===== src/rtl/irq_src_pkg.sv =====
// Shared definitions for the peripheral interrupt source: register map,
// coalescing FSM states, reset constants and bus byte-enable helpers.
package irq_src_pkg;

  localparam logic [2:0] REG_PENDING = 3'd0;
  localparam logic [2:0] REG_ENABLE  = 3'd1;
  localparam logic [2:0] REG_CLEAR   = 3'd2;
  localparam logic [2:0] REG_THRESH  = 3'd3;
  localparam logic [2:0] REG_TIMEOUT = 3'd4;
  localparam logic [2:0] REG_EVT_CNT = 3'd5;
  localparam logic [2:0] REG_RAW     = 3'd6;

  localparam logic [7:0]  THRESH_RST  = 8'd1;
  localparam int unsigned TIMEOUT_RST = 0;

  typedef enum logic [1:0] {
    ST_IDLE    = 2'd0,
    ST_COLLECT = 2'd1,
    ST_FIRE    = 2'd2,
    ST_GAP     = 2'd3
  } coal_state_e;

  function automatic logic [31:0] strb_mask(input logic [3:0] strb);
    return {{8{strb[3]}}, {8{strb[2]}}, {8{strb[1]}}, {8{strb[0]}}};
  endfunction

  function automatic logic [31:0] wstrb_merge(input logic [31:0] old_val,
                                              input logic [31:0] wdata,
                                              input logic [3:0]  strb);
    logic [31:0] m;
    m = strb_mask(strb);
    return (old_val & ~m) | (wdata & m);
  endfunction

endpackage


===== src/rtl/irq_event_src_if.sv =====
// Peripheral bus seen by the interrupt source: one-cycle strobes in,
// one-cycle ready with read data out.
interface irq_event_src_if;
  logic        i_peri_rden;
  logic        i_peri_wren;
  logic [31:0] i_peri_addr;
  logic [31:0] i_peri_wdata;
  logic [3:0]  i_peri_wstrb;
  logic [31:0] o_peri_rdata;
  logic        o_peri_ready;

  modport master (
    output i_peri_rden, i_peri_wren, i_peri_addr, i_peri_wdata, i_peri_wstrb,
    input  o_peri_rdata, o_peri_ready
  );

  modport slave (
    input  i_peri_rden, i_peri_wren, i_peri_addr, i_peri_wdata, i_peri_wstrb,
    output o_peri_rdata, o_peri_ready
  );
endinterface


===== src/rtl/irq_src_coalesce.sv =====
// Coalescing FSM: waits for enough events or a timeout before raising irq,
// and forces one low cycle after every software service write.
module irq_src_coalesce
  import irq_src_pkg::*;
#(
  parameter int CNT_W = 16
) (
  input  logic             i_clk,
  input  logic             i_rst_n,
  input  logic             pend_any,
  input  logic [CNT_W-1:0] evt_cnt,
  input  logic [7:0]       thresh,
  input  logic [CNT_W-1:0] timeout,
  input  logic             ctl_wr,
  output logic             irq
);

  coal_state_e      state, state_nx;
  logic [CNT_W-1:0] timer;
  logic [7:0]       thresh_eff;
  logic             cnt_hit;
  logic             to_hit;

  assign thresh_eff = (thresh == 8'd0) ? 8'd1 : thresh;
  assign cnt_hit    = 32'(evt_cnt) >= 32'(thresh_eff);
  assign to_hit     = (timeout != '0) && (timer == timeout - CNT_W'(1));

  always_comb begin
    state_nx = state;
    case (state)
      ST_IDLE:    if (pend_any) state_nx = ST_COLLECT;
      ST_COLLECT: begin
        if (!pend_any)             state_nx = ST_IDLE;
        else if (cnt_hit || to_hit) state_nx = ST_FIRE;
      end
      // A service write always forces a low cycle so the controller sees a new edge.
      ST_FIRE: begin
        if (ctl_wr)        state_nx = ST_GAP;
        else if (!pend_any) state_nx = ST_IDLE;
      end
      ST_GAP:     state_nx = pend_any ? ST_COLLECT : ST_IDLE;
      default:    state_nx = ST_IDLE;
    endcase
  end

  always_ff @(posedge i_clk or negedge i_rst_n) begin
    if (!i_rst_n) begin
      state <= ST_IDLE;
      timer <= '0;
      irq   <= 1'b0;
    end else begin
      state <= state_nx;
      timer <= (state == ST_COLLECT) ? timer + CNT_W'(1) : '0;
      irq   <= (state_nx == ST_FIRE);
    end
  end

endmodule


===== src/rtl/irq_event_src.sv =====
// Peripheral interrupt source: edge capture into sticky pending bits,
// event counting, register file and bus decode around the coalescing FSM.
module irq_event_src
  import irq_src_pkg::*;
#(
  parameter int NUM_EVT = 8,
  parameter int CNT_W   = 16
) (
  input  logic               i_clk,
  input  logic               i_rst_n,
  input  logic [NUM_EVT-1:0] i_evt,
  irq_event_src_if.slave     peri,
  output logic               o_irq
);

  logic [NUM_EVT-1:0] evt_p1;
  logic [NUM_EVT-1:0] pending;
  logic [NUM_EVT-1:0] enable;
  logic [NUM_EVT-1:0] rise;
  logic [NUM_EVT-1:0] clr_bits;
  logic [7:0]         thresh;
  logic [CNT_W-1:0]   timeout;
  logic [CNT_W-1:0]   evt_cnt;
  logic [CNT_W-1:0]   evt_cnt_nx;
  logic [2:0]         reg_idx;
  logic               wr_clear;
  logic               wr_enable;
  logic               wr_thresh;
  logic               wr_timeout;
  logic [31:0]        rd_val;
  logic               unused_addr;

  function automatic logic [5:0] popcnt(input logic [NUM_EVT-1:0] v);
    logic [5:0] c;
    c = '0;
    for (int i = 0; i < NUM_EVT; i++) c = c + {5'd0, v[i]};
    return c;
  endfunction

  function automatic logic [CNT_W-1:0] sat_add(input logic [CNT_W-1:0] a,
                                                input logic [CNT_W-1:0] b);
    logic [CNT_W:0] s;
    s = {1'b0, a} + {1'b0, b};
    return s[CNT_W] ? '1 : s[CNT_W-1:0];
  endfunction

  assign reg_idx     = peri.i_peri_addr[4:2];
  assign unused_addr = ^{peri.i_peri_addr[31:5], peri.i_peri_addr[1:0]};
  assign wr_clear    = peri.i_peri_wren && (reg_idx == REG_CLEAR);
  assign wr_enable   = peri.i_peri_wren && (reg_idx == REG_ENABLE);
  assign wr_thresh   = peri.i_peri_wren && (reg_idx == REG_THRESH);
  assign wr_timeout  = peri.i_peri_wren && (reg_idx == REG_TIMEOUT);

  assign rise     = i_evt & ~evt_p1;
  assign clr_bits = wr_clear ? NUM_EVT'(peri.i_peri_wdata & strb_mask(peri.i_peri_wstrb))
                             : '0;
  // A CLEAR write restarts the count but still credits edges of the same cycle.
  assign evt_cnt_nx = sat_add(wr_clear ? '0 : evt_cnt, CNT_W'(popcnt(rise & enable)));

  // p1: edge history and register state
  always_ff @(posedge i_clk or negedge i_rst_n) begin
    if (!i_rst_n) begin
      evt_p1  <= '0;
      pending <= '0;
      enable  <= '0;
      thresh  <= THRESH_RST;
      timeout <= CNT_W'(TIMEOUT_RST);
      evt_cnt <= '0;
    end else begin
      evt_p1  <= i_evt;
      pending <= (pending & ~clr_bits) | rise;
      evt_cnt <= evt_cnt_nx;
      if (wr_enable)
        enable <= NUM_EVT'(wstrb_merge(32'(enable), peri.i_peri_wdata, peri.i_peri_wstrb));
      if (wr_thresh && peri.i_peri_wstrb[0])
        thresh <= peri.i_peri_wdata[7:0];
      if (wr_timeout)
        timeout <= CNT_W'(wstrb_merge(32'(timeout), peri.i_peri_wdata, peri.i_peri_wstrb));
    end
  end

  always_comb begin
    rd_val = '0;
    case (reg_idx)
      REG_PENDING: rd_val = 32'(pending);
      REG_ENABLE:  rd_val = 32'(enable);
      REG_THRESH:  rd_val = {24'd0, thresh};
      REG_TIMEOUT: rd_val = 32'(timeout);
      REG_EVT_CNT: rd_val = 32'(evt_cnt);
      REG_RAW:     rd_val = 32'(i_evt);
      default:     rd_val = '0;
    endcase
  end

  // p1: bus response
  always_ff @(posedge i_clk or negedge i_rst_n) begin
    if (!i_rst_n) begin
      peri.o_peri_ready <= 1'b0;
      peri.o_peri_rdata <= '0;
    end else begin
      peri.o_peri_ready <= peri.i_peri_rden | peri.i_peri_wren;
      peri.o_peri_rdata <= (peri.i_peri_rden && !peri.i_peri_wren) ? rd_val : '0;
    end
  end

  irq_src_coalesce #(.CNT_W(CNT_W)) u_coalesce (
    .i_clk    (i_clk),
    .i_rst_n  (i_rst_n),
    .pend_any (|(pending & enable)),
    .evt_cnt  (evt_cnt),
    .thresh   (thresh),
    .timeout  (timeout),
    .ctl_wr   (wr_clear | wr_enable),
    .irq      (o_irq)
  );

endmodule


===== src/flat_wrapper.sv =====
// flat-port wrapper written by rule: the top's interface ports become plain ports
module irq_event_src_flat import irq_src_pkg::*;
#(
  parameter int NUM_EVT = 8,
  parameter int CNT_W   = 16
)
  (i_clk, i_rst_n, i_evt, o_irq, peri_i_peri_rden, peri_i_peri_wren, peri_i_peri_addr, peri_i_peri_wdata, peri_i_peri_wstrb, peri_o_peri_rdata, peri_o_peri_ready);
  irq_event_src_if peri_i ();
  input  logic i_clk;
  input  logic i_rst_n;
  input  logic [NUM_EVT-1:0] i_evt;
  output logic o_irq;
  input wire logic [$bits(peri_i.i_peri_rden)-1:0] peri_i_peri_rden;
  input wire logic [$bits(peri_i.i_peri_wren)-1:0] peri_i_peri_wren;
  input wire logic [$bits(peri_i.i_peri_addr)-1:0] peri_i_peri_addr;
  input wire logic [$bits(peri_i.i_peri_wdata)-1:0] peri_i_peri_wdata;
  input wire logic [$bits(peri_i.i_peri_wstrb)-1:0] peri_i_peri_wstrb;
  output wire logic [$bits(peri_i.o_peri_rdata)-1:0] peri_o_peri_rdata;
  output wire logic [$bits(peri_i.o_peri_ready)-1:0] peri_o_peri_ready;
  assign peri_i.i_peri_rden = peri_i_peri_rden;
  assign peri_i.i_peri_wren = peri_i_peri_wren;
  assign peri_i.i_peri_addr = peri_i_peri_addr;
  assign peri_i.i_peri_wdata = peri_i_peri_wdata;
  assign peri_i.i_peri_wstrb = peri_i_peri_wstrb;
  assign peri_o_peri_rdata = peri_i.o_peri_rdata;
  assign peri_o_peri_ready = peri_i.o_peri_ready;
  irq_event_src #(.NUM_EVT(NUM_EVT), .CNT_W(CNT_W)) u_core (.i_clk(i_clk), .i_rst_n(i_rst_n), .i_evt(i_evt), .peri(peri_i), .o_irq(o_irq));
endmodule

===== config.mk =====
export PLATFORM = sky130hd
export DESIGN_NAME = irq_event_src_flat
export DESIGN_NICKNAME = d
export VERILOG_FILES = /design/src/rtl/irq_src_pkg.sv /design/src/rtl/irq_event_src_if.sv /design/src/rtl/irq_src_coalesce.sv /design/src/rtl/irq_event_src.sv /design/src/flat_wrapper.sv
export SDC_FILE = /design/constraint.sdc
export NUM_CORES = 1
export LEC_CHECK = 0
export CAP_MARGIN = 20
export CORE_UTILIZATION = 50
export CTS_CLUSTER_DIAMETER = 200
export DETAILED_ROUTE_END_ITERATION = 10
export MAX_ROUTING_LAYER = met4
export PLACE_DENSITY_LB_ADDON = 0.2
export SYNTH_ARGS = -nofsm -noshare
export SYNTH_HDL_FRONTEND = slang
export SYNTH_HIERARCHICAL = 1
export SYNTH_SLANG_ARGS = --single-unit

===== constraint.sdc =====
create_clock -name i_clk -period 5.3 [get_ports i_clk]
set_clock_uncertainty 0.2 [all_clocks]
set_input_delay 0.53 -clock i_clk [delete_from_list [all_inputs] [get_ports i_clk]]
set_output_delay 0.53 -clock i_clk [all_outputs]
set_load 0.02 [all_outputs]

==> results.ini <==
[critical_path]
crit_chain = clkdlybuf4s50_1 > nor2b_1 > nand2_1 > fa_1 > fa_1 > inv_1 > fa_1 > fa_1 > fa_1 > a21o_1 > a21o_1 > nand3_1 > nand3_1
crit_path_max_fanout = 9
crit_path_top_delay_cell = fa_1
start_kind = input pin
crit_type = input pin to flop
cpMostUsedCell = fa_1
slowest_delay_ns = 0.56
cp.required_ns = 5.31
end_kind = flop
reg2reg_to = u_core/evt_cnt[7]
crit_arrival_ns = 4.93
r2r-start = u_core/evt_p1[0]
r2r_cells = 12
r2r_setup_slack_ns = 0.74

[placement]
gp_congestion = 0.891
placed_area_mm2 = 0.00629
port_buffers = 50
dpl.hpwl_mm = 10.0

[timing]
worst_slew_pin_slew_ns = 0.856
hold_slack_ns = 0.318
drv_slew = 0
max_freq_mhz = 204
fin_setup_tns_ns = 0
period_share_pct = 92.7
timing.final.crit_period_ns = 4.91
rsz0062_at_grt = no
hold_viol_final = 0
setup_violations = 0
slew_headroom_pct = 42.8

[die]
start_util_pct = 52.1
core-area_mm2 = 0.0110
ioPinCount = 114
die_w_um = 109
rows = 38
dieArea_mm2 = 0.0119
fp.dieH_um = 109

[pwr]
combPwrFrac_pct = 26.8
leakagePower_nw = 2.97
pwr-share-clk_pct = 31.3
ir_worst_vdd_mv = 0.360
switching_share_pct = 31.7
p_per_area_mw_per_mm2 = 370
switchingPower_mw = 0.781
p_int_mw = 1.68
power_frac_seq_pct = 41.9
total_power_mw = 2.46

[logic_synthesis]
synth_ff_type = dfrtp_1
syn-cell-area_mm2 = 0.00575
avgSynthCellArea_um2 = 10.7
yosys_warnings = 6
synth_seq_cells = 100
ys_async_sr_fraction_pct = 100
seq_area_frac_synth_pct = 43.6
ys_types = 67
syn_inst = 539
synth_edf_count = 0

[cts]
cts_tree = built
post_cts.repair.setup_buffers = 0
ctsHtreeMaxLevel = 3
clockBufferDepth = 2
path_clk_slew_ns = 0.06
cts_buffers = 9
clock-sinks = 100
clock_latency_ns = 0.35
clock-root-buffer = clkbuf_16

[global_routing]
grt_pass1_vias = 4225
grt_max_degree = 55
antenna_found_initial = 0
grt_overflow = 0
grt_pass1_wl_mm = 22.3
grtUsageTotal_pct = 26.0

[layout]
layout.area.seq_mm2 = 0.00250
area_growth_pct = 15.8
final_area_mm2 = 0.00666
multi_input_area_mm2 = 0.00299
num_antenna_cells = 0
layout-drive-gt1-share_pct = 9.31
fin_nets = 687
fillers = 887

[routing]
first_pass_iters = 5
viasPerCell = 6.01
vias = 4395
drtAntennaViolNets = 0
routedWlPerCell_um = 19.0
drt_iter0_markers = 341
routed_wirelength_mm = 13.9
drc_errors = 0

[min_path]
holdPathEnd = u_core/u_coalesce/timer[0]
hp-class = flop to flop
hold_path.startpoint = u_core/u_coalesce/timer[0]
hold-path-cell-count = 1

[job]
drv_cap = 0

[run_status]
status = finished, final reports clean

worst max-delay path by stage:
stage	start	end	slack, ns	cells past startpoint
3_5_place_dp	i_evt[0]	u_core/evt_cnt[7]	0.009	13
3_3_place_gp	i_evt[0]	u_core/evt_cnt[11]	0.08	13
5_1_grt	i_evt[0]	u_core/evt_cnt[11]	0.12	13
4_1_cts	i_evt[0]	u_core/evt_cnt[7]	0.35	13
6_report	i_evt[0]	u_core/evt_cnt[7]	0.39	13
2_1_floorplan	peri_i_peri_addr[4]	u_core/evt_cnt[11]	0.35	15
logic make-up (layout without fill, tap and decap cells):
| logic type | Yosys count | in the layout | synth area share, % |
|---|---|---|---|
| other | 1 | 16 | 0.0653 |
| buffers and inverters | 58 | 95 | 5.46 |
| XOR/XNOR | 38 | 38 | 5.79 |
| flip-flops | 100 | 100 | 43.6 |
| multiplexers | 48 | 48 | 10.8 |
| AND/OR/NAND/NOR | 189 | 189 | 18.2 |
| adder cells (fa/ha/maj) | 21 | 21 | 5.23 |
| AO/OA/AOI/OAI | 84 | 84 | 10.9 |
worst max-delay path, delay by kind of cell:
kind	cells	cell delay, ns
AND/OR/NAND/NOR	4	0.83
adder cells (fa/ha/maj)	5	2.50
buffers and inverters	2	0.57
AO/OA/AOI/OAI	2	0.49
cell type report:
type,instances,share of cell area [%]
Clock buffer,12,3.85
Clock inverter,4,1.43
Inverter,21,1.18
Multi-Input combinational cell,396,44.9
Sequential cell,100,37.6
Tap cell,140,2.63
Timing Repair Buffer,58,8.42
timing repair:
| item | CTS | global route |
|---|---|---|
| hold buffers | 1 | 0 |
| endpoints found under the hold margin | 12 | 0 |
| resized for setup | 0 | 0 |
power groups by stage:
stage,logic [mW],registers [mW],clock network [mW]
2_1_floorplan,0.508,0.979,0
3_3_place_gp,0.626,1.03,0
3_5_place_dp,0.654,1.04,0
4_1_cts,0.657,1.02,0.787
5_1_grt,0.732,1.05,0.815
6_report,0.661,1.03,0.771
routing by layer:
layer  track usage, %  share of wire [%]  routed length [µm]
met4             8.67                2.5                 342
met1             35.7                 45                6310
met5                -                  0                   0
met2             37.9                 46                6400
met3             6.28                6.1                 844
Yosys cell counts (all sizes together), types with 4 or more instances:
cell | instances | share of area (%)
dfrtp | 99 | 43
nor2 | 44 | 2.9
mux2 | 34 | 7.7
nand2 | 30 | 2.0
buf | 29 | 3.6
inv | 21 | 1.4
nand3 | 21 | 1.8
xnor2 | 19 | 2.9
xor2 | 19 | 2.9
and3 | 16 | 1.7
ha | 16 | 3.5
a21o | 13 | 1.7
a21oi | 13 | 1.1
nor3 | 13 | 1.2
and2 | 12 | 1.3
mux2i | 11 | 1.9
a22oi | 10 | 1.3
nor4 | 10 | 1.6
nand4 | 9 | 0.98
nor2b | 9 | 1.0
clkbuf | 8 | 0.52
o21ai | 8 | 0.70
nand2b | 7 | 0.76
a221oi | 6 | 0.91
a211oi | 5 | 0.65
fa | 5 | 1.7
or4 | 5 | 0.65
a22o | 4 | 0.61
placed cells by master (no fill, tap or decap), types with 4 or more instances in the layout:
master	count
fa_1	5
buf_4	8
a21oi_1	13
conb_1	16
mux2_1	18
and3_1	16
a211oi_1	5
nand2_1	30
xor2_1	19
inv_1	21
nor3_1	12
nor2_1	44
or4_1	5
xnor2_1	19
nand2b_1	7
dfrtp_1	99
a22o_1	4
o21ai_1	6
nor4_1	7
nor2b_1	8
mux2_4	16
clkdlybuf4s50_1	49
a221oi_1	6
and2_1	12
nand3_1	21
a22oi_1	10
ha_1	16
nand4_1	9
a21o_1	13
mux2i_1	11
clkbuf_16	9
per-stage QoR:
stage / setup WS, ns / utilization (%) / std cells
CTS: 0.352 / 60.3 / 731
finish: 0.388 / 60.3 / 731
floorplan: 0.352 / - / 554
global route: 0.120 / 60.3 / 731
global placement: 0.0761 / 57.1 / 714
detailed placement: 0.00871 / 57.1 / 714
(Power assumes the default switching activity.)
